<file path="config.mk">
export PLATFORM = sky130hd
export DESIGN_NAME = shreg_loader
export DESIGN_NICKNAME = d
export VERILOG_FILES = /design/src/rtl/shreg_pkg.sv /design/src/rtl/shreg_deserializer.sv /design/src/rtl/shreg_loader.sv
export SDC_FILE = /design/constraint.sdc
export NUM_CORES = 1
export LEC_CHECK = 0
export CORE_MARGIN = 2
export CORE_UTILIZATION = 35
export CTS_CLUSTER_SIZE = 25
export DETAILED_ROUTE_END_ITERATION = 8
export HOLD_SLACK_MARGIN = 0.06
export PLACE_DENSITY_LB_ADDON = 0.12
export SYNTH_ARGS = -nofsm -noshare
export SYNTH_HDL_FRONTEND = slang
export SYNTH_HIERARCHICAL = 1
export SYNTH_SLANG_ARGS = --single-unit
</file>
<file path="constraint.sdc">
create_clock -name clk -period 4.5 [get_ports clk]
set_clock_uncertainty 0.05 [all_clocks]
set_input_delay 0.675 -clock clk [delete_from_list [all_inputs] [get_ports clk]]
set_output_delay 0.675 -clock clk [all_outputs]
set_load 0.1 [all_outputs]
</file>
<file path="src/rtl/shreg_pkg.sv">
// Shared types and frame-geometry helpers for the serial configuration chain loader.
package shreg_pkg;

  typedef enum logic [1:0] {IDLE, LOAD, SHIFT, DONE} state_t;

  localparam int DEF_CHAIN_LEN = 1600;
  localparam int DEF_WORD_W    = 32;

  function automatic int words_per_frame(input int chain_len, input int word_w);
    return (chain_len + word_w - 1) / word_w;
  endfunction

  // Bits taken from the final word of a frame; a full word when the chain divides evenly.
  function automatic int last_word_bits(input int chain_len, input int word_w);
    return ((chain_len % word_w) == 0) ? word_w : (chain_len % word_w);
  endfunction

endpackage

</file>
<file path="src/rtl/shreg_deserializer.sv">
// Packs bits leaving the chain into LSB-first readback words, one rd_valid pulse per word.
module shreg_deserializer
  import shreg_pkg::*;
#(
  parameter int WORD_W = DEF_WORD_W
) (
  input  logic              clk,
  input  logic              rst,
  input  logic              sample_en,
  input  logic              sample_bit,
  input  logic              frame_last,
  output logic [WORD_W-1:0] rd_data,
  output logic              rd_valid
);

  localparam int IDX_W = (WORD_W > 1) ? $clog2(WORD_W) : 1;
  localparam logic [IDX_W-1:0] IDX_LAST = IDX_W'(WORD_W - 1);

  logic [WORD_W-1:0] acc;
  logic [WORD_W-1:0] acc_nxt;
  logic [IDX_W-1:0]  idx;

  always_comb begin
    acc_nxt      = acc;
    acc_nxt[idx] = sample_bit;
  end

  // acc is cleared on every emitted word so a short final word comes out zero-padded.
  always_ff @(posedge clk) begin
    if (rst) begin
      acc      <= '0;
      idx      <= '0;
      rd_data  <= '0;
      rd_valid <= 1'b0;
    end else begin
      rd_valid <= 1'b0;
      if (sample_en) begin
        if (frame_last || (idx == IDX_LAST)) begin
          rd_data  <= acc_nxt;
          rd_valid <= 1'b1;
          acc      <= '0;
          idx      <= '0;
        end else begin
          acc <= acc_nxt;
          idx <= idx + IDX_W'(1);
        end
      end
    end
  end

endmodule

</file>
<file path="src/rtl/shreg_loader.sv">
// Streams host config words LSB-first into a CHAIN_LEN-bit serial shift chain.
// Define SHREG_READBACK_EN to capture the bits leaving the chain as readback words.
module shreg_loader
  import shreg_pkg::*;
#(
  parameter int CHAIN_LEN = DEF_CHAIN_LEN,
  parameter int WORD_W    = DEF_WORD_W
) (
  input  logic              clk,
  input  logic              rst,
  input  logic              start,
  output logic              busy,
  output logic              done,
  input  logic [WORD_W-1:0] in_data,
  input  logic              in_valid,
  output logic              in_ready,
  output logic              shreg_in,
  output logic              shreg_en,
  input  logic              shreg_out,
  output logic [WORD_W-1:0] rd_data,
  output logic              rd_valid
);

  localparam int WPF       = words_per_frame(CHAIN_LEN, WORD_W);
  localparam int LAST_BITS = last_word_bits(CHAIN_LEN, WORD_W);
  localparam int CNT_W     = $clog2(CHAIN_LEN + 1);
  localparam int WCNT_W    = $clog2(WPF + 1);
  localparam int BCNT_W    = $clog2(WORD_W + 1);

  localparam logic [CNT_W-1:0]  CHAIN_LEN_C = CNT_W'(CHAIN_LEN);
  localparam logic [WCNT_W-1:0] WPF_C       = WCNT_W'(WPF);
  localparam logic [WCNT_W-1:0] WPF_LAST_C  = WCNT_W'(WPF - 1);
  localparam logic [BCNT_W-1:0] WORD_BITS_C = BCNT_W'(WORD_W);
  localparam logic [BCNT_W-1:0] LAST_BITS_C = BCNT_W'(LAST_BITS);

  state_t            state;
  logic [WORD_W-1:0] word_sr;
  logic [BCNT_W-1:0] bits_left;
  logic [CNT_W-1:0]  bits_sent;
  logic [WCNT_W-1:0] words_taken;
  logic [BCNT_W-1:0] load_bits;
  logic              words_remain;
  logic              word_last_bit;
  logic              xfer;

  // bits_left counts bits of the current word still to follow the one now on shreg_in.
  assign words_remain  = (words_taken < WPF_C);
  assign word_last_bit = (bits_left == '0);
  assign load_bits     = (words_taken == WPF_LAST_C) ? LAST_BITS_C : WORD_BITS_C;
  assign xfer          = in_valid && in_ready;

  always_comb begin
    in_ready = 1'b0;
    if (!rst) begin
      if (state == LOAD)
        in_ready = words_remain;
      else if (state == SHIFT)
        in_ready = word_last_bit && words_remain;
    end
  end

  always_ff @(posedge clk) begin
    if (rst) begin
      state       <= IDLE;
      busy        <= 1'b0;
      done        <= 1'b0;
      shreg_in    <= 1'b0;
      shreg_en    <= 1'b0;
      bits_left   <= '0;
      bits_sent   <= '0;
      words_taken <= '0;
    end else begin
      done     <= 1'b0;
      shreg_en <= 1'b0;
      case (state)
        IDLE: begin
          if (start) begin
            state       <= LOAD;
            busy        <= 1'b1;
            bits_left   <= '0;
            bits_sent   <= '0;
            words_taken <= '0;
          end
        end
        LOAD, SHIFT: begin
          if ((state == SHIFT) && !word_last_bit) begin
            shreg_in  <= word_sr[0];
            shreg_en  <= 1'b1;
            bits_left <= bits_left - BCNT_W'(1);
            bits_sent <= bits_sent + CNT_W'(1);
          end else if (xfer) begin
            shreg_in    <= in_data[0];
            shreg_en    <= 1'b1;
            bits_left   <= load_bits - BCNT_W'(1);
            bits_sent   <= bits_sent + CNT_W'(1);
            words_taken <= words_taken + WCNT_W'(1);
            state       <= SHIFT;
          end else if (bits_sent == CHAIN_LEN_C) begin
            state <= DONE;
            done  <= 1'b1;
            busy  <= 1'b0;
          end else begin
            // Word exhausted with nothing offered: hold shreg_in, chain stays put.
            state <= LOAD;
          end
        end
        DONE:    state <= IDLE;
        default: state <= IDLE;
      endcase
    end
  end

  always_ff @(posedge clk) begin
    if (xfer)
      word_sr <= in_data >> 1;
    else if ((state == SHIFT) && !word_last_bit)
      word_sr <= word_sr >> 1;
  end

`ifdef SHREG_READBACK_EN
  logic frame_last;

  assign frame_last = shreg_en && word_last_bit && (bits_sent == CHAIN_LEN_C);

  shreg_deserializer #(
    .WORD_W (WORD_W)
  ) u_deser (
    .clk        (clk),
    .rst        (rst),
    .sample_en  (shreg_en),
    .sample_bit (shreg_out),
    .frame_last (frame_last),
    .rd_data    (rd_data),
    .rd_valid   (rd_valid)
  );
`else
  logic unused_shreg_out;

  assign unused_shreg_out = shreg_out;
  assign rd_data          = '0;
  assign rd_valid         = 1'b0;
`endif

endmodule

</file>
=== Word level (Yosys, flattened, before mapping) ===
Index checks and enable logic that the tools add are counted.
W data, S select, Z words.

* Equal/unequal tests: 10
* Div/mod/pow operators: 0
* Bitwise operators: 1
* Reductions and logical operators: 16
* $add $sub $neg: 3
* Multiplexer cells: 31
* $lt $le $gt $ge: 1
* Shifts and indexed selects: 0
* $mul: 0

{| class="wikitable"
|+ Operators by type and width
! kind !! number
|-
| $mux W31 || 2
|-
| $mux W11 || 3
|-
| $mux W6 || 5
|-
| $pmux W6 S2 || 2
|-
| $pmux W11 S2 || 1
|-
| $mux W1 || 12
|-
| $add A11 B1 Y11 const B || 1
|-
| $eq A11 B11 Y1 const B || 1
|-
| $ne A2 B2 Y1 const B || 5
|-
| $mux W2 || 4
|-
| $add A6 B1 Y6 const B || 1
|-
| $logic_not A6 Y1 || 1
|-
| $lt A6 B6 Y1 const B || 1
|-
| $pmux W2 S3 || 1
|-
| $sub A6 B1 Y6 const B || 1
|-
| $reduce_and A5 Y1 || 1
|-
| $eq A2 B2 Y1 const B || 2
|-
| $reduce_and A2 Y1 || 2
|-
| $reduce_and A4 Y1 || 1
|-
| $reduce_bool A2 Y1 || 2
|-
| $reduce_or A2 Y1 || 2
|-
| $reduce_or A4 Y1 || 1
|-
| $logic_and A1 B1 Y1 || 3
|-
| $ne A3 B3 Y1 const B || 1
|-
| 6 further kinds || 6
|}

* Logic and storage cells: 71
* Memories kept: 0
* Bits in registers: 60
* Latch bits: 0
* Bits in writable memories: 0
* Input bits: 37
* Bits in read-only memories: 0

=== Depth between registers and ports, before layout ===
* Word-level depth: 9
* Gate-level depth with buffers: 8

=== Least setup slack after synthesis ===
Ideal clock, no wire load.

* Path type: register to output
* Start: reg bits_left[3]
* End: out in_ready
* Stages on the path, launching flop included: 4
* Slack: 0.806 ns
* Required time: 3.775 ns
* Buffers on the path: 0
* Arrival time: 2.969 ns
* Cell sequence: dfxtp_1 > nor4_1 > a31oi_1 > nor3_1

* Word-level cells in the longest chain between the ends: 5

{| class="wikitable"
|+ Ends and longest elaborated chain
! item !! line !! RTL
|-
| start, declared || shreg_loader.sv:38 || <nowiki>logic [BCNT_W-1:0] bits_left;</nowiki>
|-
| start signal, assigned || shreg_loader.sv:89 || <nowiki>bits_left <= bits_left - BCNT_W'(1);</nowiki>
|-
| start signal, assigned || shreg_loader.sv:94 || <nowiki>bits_left <= load_bits - BCNT_W'(1);</nowiki>
|-
| $logic_not A6 Y1 || shreg_loader.sv:48 || <nowiki>assign word_last_bit = (bits_left == '0);</nowiki>
|-
| $logic_and A1 B1 Y1 || shreg_loader.sv:58 || <nowiki>in_ready = word_last_bit && words_remain;</nowiki>
|-
| $mux W1 || shreg_loader.sv:57 || <nowiki>else if (state == SHIFT)</nowiki>
|-
| $mux W1 || shreg_loader.sv:55 || <nowiki>if (state == LOAD)</nowiki>
|-
| $mux W1 || shreg_loader.sv:54 || <nowiki>if (!rst) begin</nowiki>
|-
| end, declared || shreg_loader.sv:16 || <nowiki>output logic in_ready,</nowiki>
|}

Every way passes these cells.

=== Final worst setup path ===
* Start: in rst
* End: out in_ready

* Word-level cells in the longest chain between the ends: 1

{| class="wikitable"
|+ Ends and longest elaborated chain
! item !! line !! RTL
|-
| start, declared || shreg_loader.sv:10 || <nowiki>input logic rst,</nowiki>
|-
| $mux W1 || shreg_loader.sv:54 ||
|}

Every way passes these cells.

==> impl_metrics.env <==
export IMPL_outcome="complete, no violations"
export IMPL_critPathRequiredTime_ns=3.77
export IMPL_timing_hold_violations_final=0
export IMPL_final_area_mm2=0.00377
export IMPL_ctsRootBufferMaster="sky130_fd_sc_hd__clkbuf_8"
export IMPL_yosys_mux_area_fraction_pct=13.3
export IMPL_post_cts_resized=0
export IMPL_post_dp_cell_area_mm2=0.00355
export IMPL_synth_seq_cells=60
export IMPL_worstHoldStart="busy$_SDFFE_PP0P_"
export IMPL_clock_path_buffers=2
export IMPL_synth_yosys_seq_area_share_pct=47.7
export IMPL_synthesized_instance_count=293
export IMPL_min_period_over_period_pct=63.3
export IMPL_routed_wirelength_um=6130
export IMPL_number_of_nets_with_antenna_violations_after_detailed_routing=0
export IMPL_cellPowerDensity_mw_per_mm2=389
export IMPL_post_cts_hold_buffer_count=0
export IMPL_timing_critical_path_cells="clkdlybuf4s50_1 -> nor3_1 -> buf_4"
export IMPL_cts_inserted_buffers=9
export IMPL_synth_edf_count=31
export IMPL_clock_latency_ns=0.34
export IMPL_max_freq_mhz=351
export IMPL_max_vdd_ir_drop_uv=163
export IMPL_worstHoldPathType="reg2reg"
export IMPL_grtUsageTotal_pct=12.9
export IMPL_grt_ovfl_total=0
export IMPL_crit_buf_inv=2
export IMPL_place_detailed_hpwl_um=4100
export IMPL_placementRows=34
export IMPL_path_max_fanout=16
export IMPL_synth_cell_area_mm2=0.00317
export IMPL_ctsHtreeMaxLevel=3
export IMPL_simple_gate_fraction_of_synth_area_pct=14.2
export IMPL_drt_iter0_drc=81
export IMPL_via_per_inst=4.88
export IMPL_post_drt_wl_per_cell_um=13.6
export IMPL_gp_congestion=0.762
export IMPL_most_frequently_used_flop_master_after_synthesis="sky130_fd_sc_hd__edfxtp_1"
export IMPL_yosys_synthesis_warning_count=6
export IMPL_antenna_cells=0
export IMPL_grt_pass1_wl_um=9870
export IMPL_worst_path_max_delay_cell="sky130_fd_sc_hd__clkdlybuf4s50_1"
export IMPL_design_portCount=75
export IMPL_clkSinkCount=60
export IMPL_syn2layout_area_growth_pct=19.0
export IMPL_critPathLaunch="rst"
export IMPL_max_slew_worst_pin_slew_ns=0.997
export IMPL_core_area_mm2=0.00876
export IMPL_filler_cell_count=863
export IMPL_port_buffers=40
export IMPL_synth_area_in_adders_pct=3.55
export IMPL_worst_setup_hold_path_clk_slew_ns=0.06
export IMPL_synthXorXnorAreaFrac_pct=0.829
export IMPL_synthesis_area_per_instance_um2=10.8
export IMPL_tritoncts="done"
export IMPL_worstPathArrival_ns=2.12
export IMPL_die_h_um=99.1
export IMPL_share_of_cells_above_drive_strength_1_pct=16.4
export IMPL_slew_headroom_pct=33.3
export IMPL_unrepaired_setup_endpoints_after_global_routing="no"
export IMPL_initial_core_util_pct=36.2
export IMPL_grt_pass1_vias=2079
export IMPL_antenna_found_initial=0
export IMPL_timing_critical_path_max_delay_family="buffers and inverters"
export IMPL_die_width_um=99.1
export IMPL_drc=0
export IMPL_cp_start_kind="primary input"
export IMPL_detailroute_via_count=2189
export IMPL_cap_violations=0
export IMPL_critical_path_reg2reg_startpoint="state[0]$_SDFFE_PP0P_"
export IMPL_setup_tns_final_ns=0
export IMPL_yosys_cell_types_count=46
export IMPL_main_combinational_cell_family_by_area_after_synthesis="simple AND/OR/NAND/NOR gates"
export IMPL_static_leakage_uw=0.00135
export IMPL_synth_compound_area_share_pct=9.83
export IMPL_largest_net_degree_at_the_start_of_global_routing=36
export IMPL_setup_violations=0
export IMPL_floorplan_die_area_mm2=0.00983
export IMPL_delay_of_the_slowest_cell_on_the_worst_path_ns=0.72
export IMPL_timing_final_max_slew_violations=0
export IMPL_layout_min_cycle_time_ns=2.85
export IMPL_synth_async_reset_ratio_pct=0
export IMPL_worst_setup_path_type="in2out"
export IMPL_final_layout_net_count=382
export IMPL_timing_critical_path_to_type="output port"
export IMPL_cts_setup_buffers=0
export IMPL_drt_pre_antenna_iters=4
==> layout by cell type (no fill, tap or decap), types with 3 or more instances in the layout <==
master and instances:
sky130_fd_sc_hd__clkdlybuf4s50_1 39, sky130_fd_sc_hd__conb_1 33, sky130_fd_sc_hd__mux2_2 32, sky130_fd_sc_hd__edfxtp_1 31, sky130_fd_sc_hd__dfxtp_1 29, sky130_fd_sc_hd__nand2_1 25, sky130_fd_sc_hd__nor2_1 12, sky130_fd_sc_hd__nand3_1 12
sky130_fd_sc_hd__inv_1 10, sky130_fd_sc_hd__o21ai_0 10, sky130_fd_sc_hd__ha_1 9, sky130_fd_sc_hd__clkbuf_8 9, sky130_fd_sc_hd__a21oi_1 8, sky130_fd_sc_hd__or3_1 7, sky130_fd_sc_hd__mux2i_1 6, sky130_fd_sc_hd__nand4_1 6
sky130_fd_sc_hd__a2111o_1 4, sky130_fd_sc_hd__nor2b_1 4, sky130_fd_sc_hd__and3_1 3, sky130_fd_sc_hd__nand2b_1 3, sky130_fd_sc_hd__o2111ai_1 3, sky130_fd_sc_hd__nand3b_1 3, sky130_fd_sc_hd__xor2_1 3, sky130_fd_sc_hd__clkinvlp_4 3
sky130_fd_sc_hd__buf_4 3
==> report_power, final <==
part,internal [uW],switching (uW)
clock,309,227
sequential,600,10.2
combinational,84.9,237
==> flip-flops by register name, indices dropped and copies added (netlist names) <==
signal       cells
done             1
words_taken      6
word_sr         31
shreg_in         1
shreg_en         1
busy             1
bits_left        6
bits_sent       11
state            2
==> per-stage QoR <==
step / std cells / util [%] / hold WS, ns / power (uW) / setup slack (ns)
2_1_floorplan: 325 / - / 0.391 / 899 / 0.806
5_1_grt: 449 / 43.0 / 0.462 / 1530 / 1.52
6_report: 449 / 43.0 / 0.423 / 1470 / 1.65
3_5_place_dp: 433 / 40.5 / 0.408 / 945 / 1.29
3_3_place_gp: 433 / 40.5 / 0.406 / 944 / 1.27
4_1_cts: 449 / 43.0 / 0.425 / 1480 / 1.62
==> layout make-up <==
class                   instances  area, um2  share of cell area [%]
inverters                      10       37.5                   0.996
clock buffers                   9        124                    3.29
well taps                     108        135                    3.59
multi-input cells             213       1460                    38.6
clock inverters                 7       91.3                    2.42
flip-flops and latches         60       1510                    40.1
repair buffers                 42        413                    11.0
==> worst reg2reg max path, delay by kind of cell (launching register included) <==
kind	cells	cell delay, ns
fa+ha+maj	1	0.46
compound gates	1	0.22
mux	1	0.41
buf+inv	1	0.08
simple gates	3	1.02
flops	1	0.38
==> final timing paths <==
path | end | cells after the start | slack (ns)
setup / recovery | in_ready | 3 | 1.65
hold / removal | busy$_SDFFE_PP0P_ | 2 | 0.42
setup reg to reg | bits_left[0]$_SDFFE_PP0P_ | 7 | 1.81
hold reg to reg | busy$_SDFFE_PP0P_ | 2 | 0.42
==> per-layer routing <==
metal	vias to the layer above	share of wire, %	routed length (um)	global-route usage [%]
met5	-	0	0	0
met4	0	2.0	121	6.64
met3	9	3.9	242	3.23
met2	51	47	2870	20.7
met1	1040	47	2890	16.0
li1	1089	-	-	-
==> synthesized netlist by cell type, types with 2 or more instances <==
cell type / n / area [um2]
sky130_fd_sc_hd__nand4_1: 6 / 37.5
sky130_fd_sc_hd__a211oi_1: 2 / 15.0
sky130_fd_sc_hd__edfxtp_1: 31 / 931
sky130_fd_sc_hd__nor2b_1: 4 / 25.0
sky130_fd_sc_hd__nand3b_1: 3 / 22.5
sky130_fd_sc_hd__nand2b_1: 3 / 18.8
sky130_fd_sc_hd__inv_1: 10 / 37.5
sky130_fd_sc_hd__nor4b_1: 2 / 17.5
sky130_fd_sc_hd__nor2_1: 12 / 45.0
sky130_fd_sc_hd__o2111ai_1: 3 / 26.3
sky130_fd_sc_hd__mux2_2: 32 / 360
sky130_fd_sc_hd__xor2_1: 3 / 26.3
sky130_fd_sc_hd__buf_2: 4 / 20.0
sky130_fd_sc_hd__ha_1: 9 / 113
sky130_fd_sc_hd__o21ai_0: 10 / 50.1
sky130_fd_sc_hd__nor3b_1: 2 / 15.0
sky130_fd_sc_hd__and3_1: 3 / 18.8
sky130_fd_sc_hd__nand2_1: 25 / 93.8
sky130_fd_sc_hd__nor3_1: 2 / 10.0
sky130_fd_sc_hd__buf_4: 33 / 248
sky130_fd_sc_hd__a21oi_1: 9 / 45.0
sky130_fd_sc_hd__a2111o_1: 4 / 45.0
sky130_fd_sc_hd__nand3_1: 12 / 60.1
sky130_fd_sc_hd__o2bb2ai_1: 2 / 17.5
sky130_fd_sc_hd__a211o_1: 2 / 17.5
sky130_fd_sc_hd__clkbuf_1: 4 / 15.0
sky130_fd_sc_hd__o41ai_1: 2 / 17.5
sky130_fd_sc_hd__mux2i_1: 6 / 60.1
sky130_fd_sc_hd__dfxtp_1: 29 / 581
sky130_fd_sc_hd__and2_1: 2 / 12.5
sky130_fd_sc_hd__or3_1: 7 / 43.8
==> logic make-up (layout without fill, tap and decap cells) <==
group,Yosys count,after routing
xor+xnor,3,3
simple gates,87,87
flops,60,60
fa+ha+maj,9,9
buf+inv,52,68
other cells,1,33
mux,38,38
compound gates,43,43
Note: power is estimated with default switching activity, not from simulation.
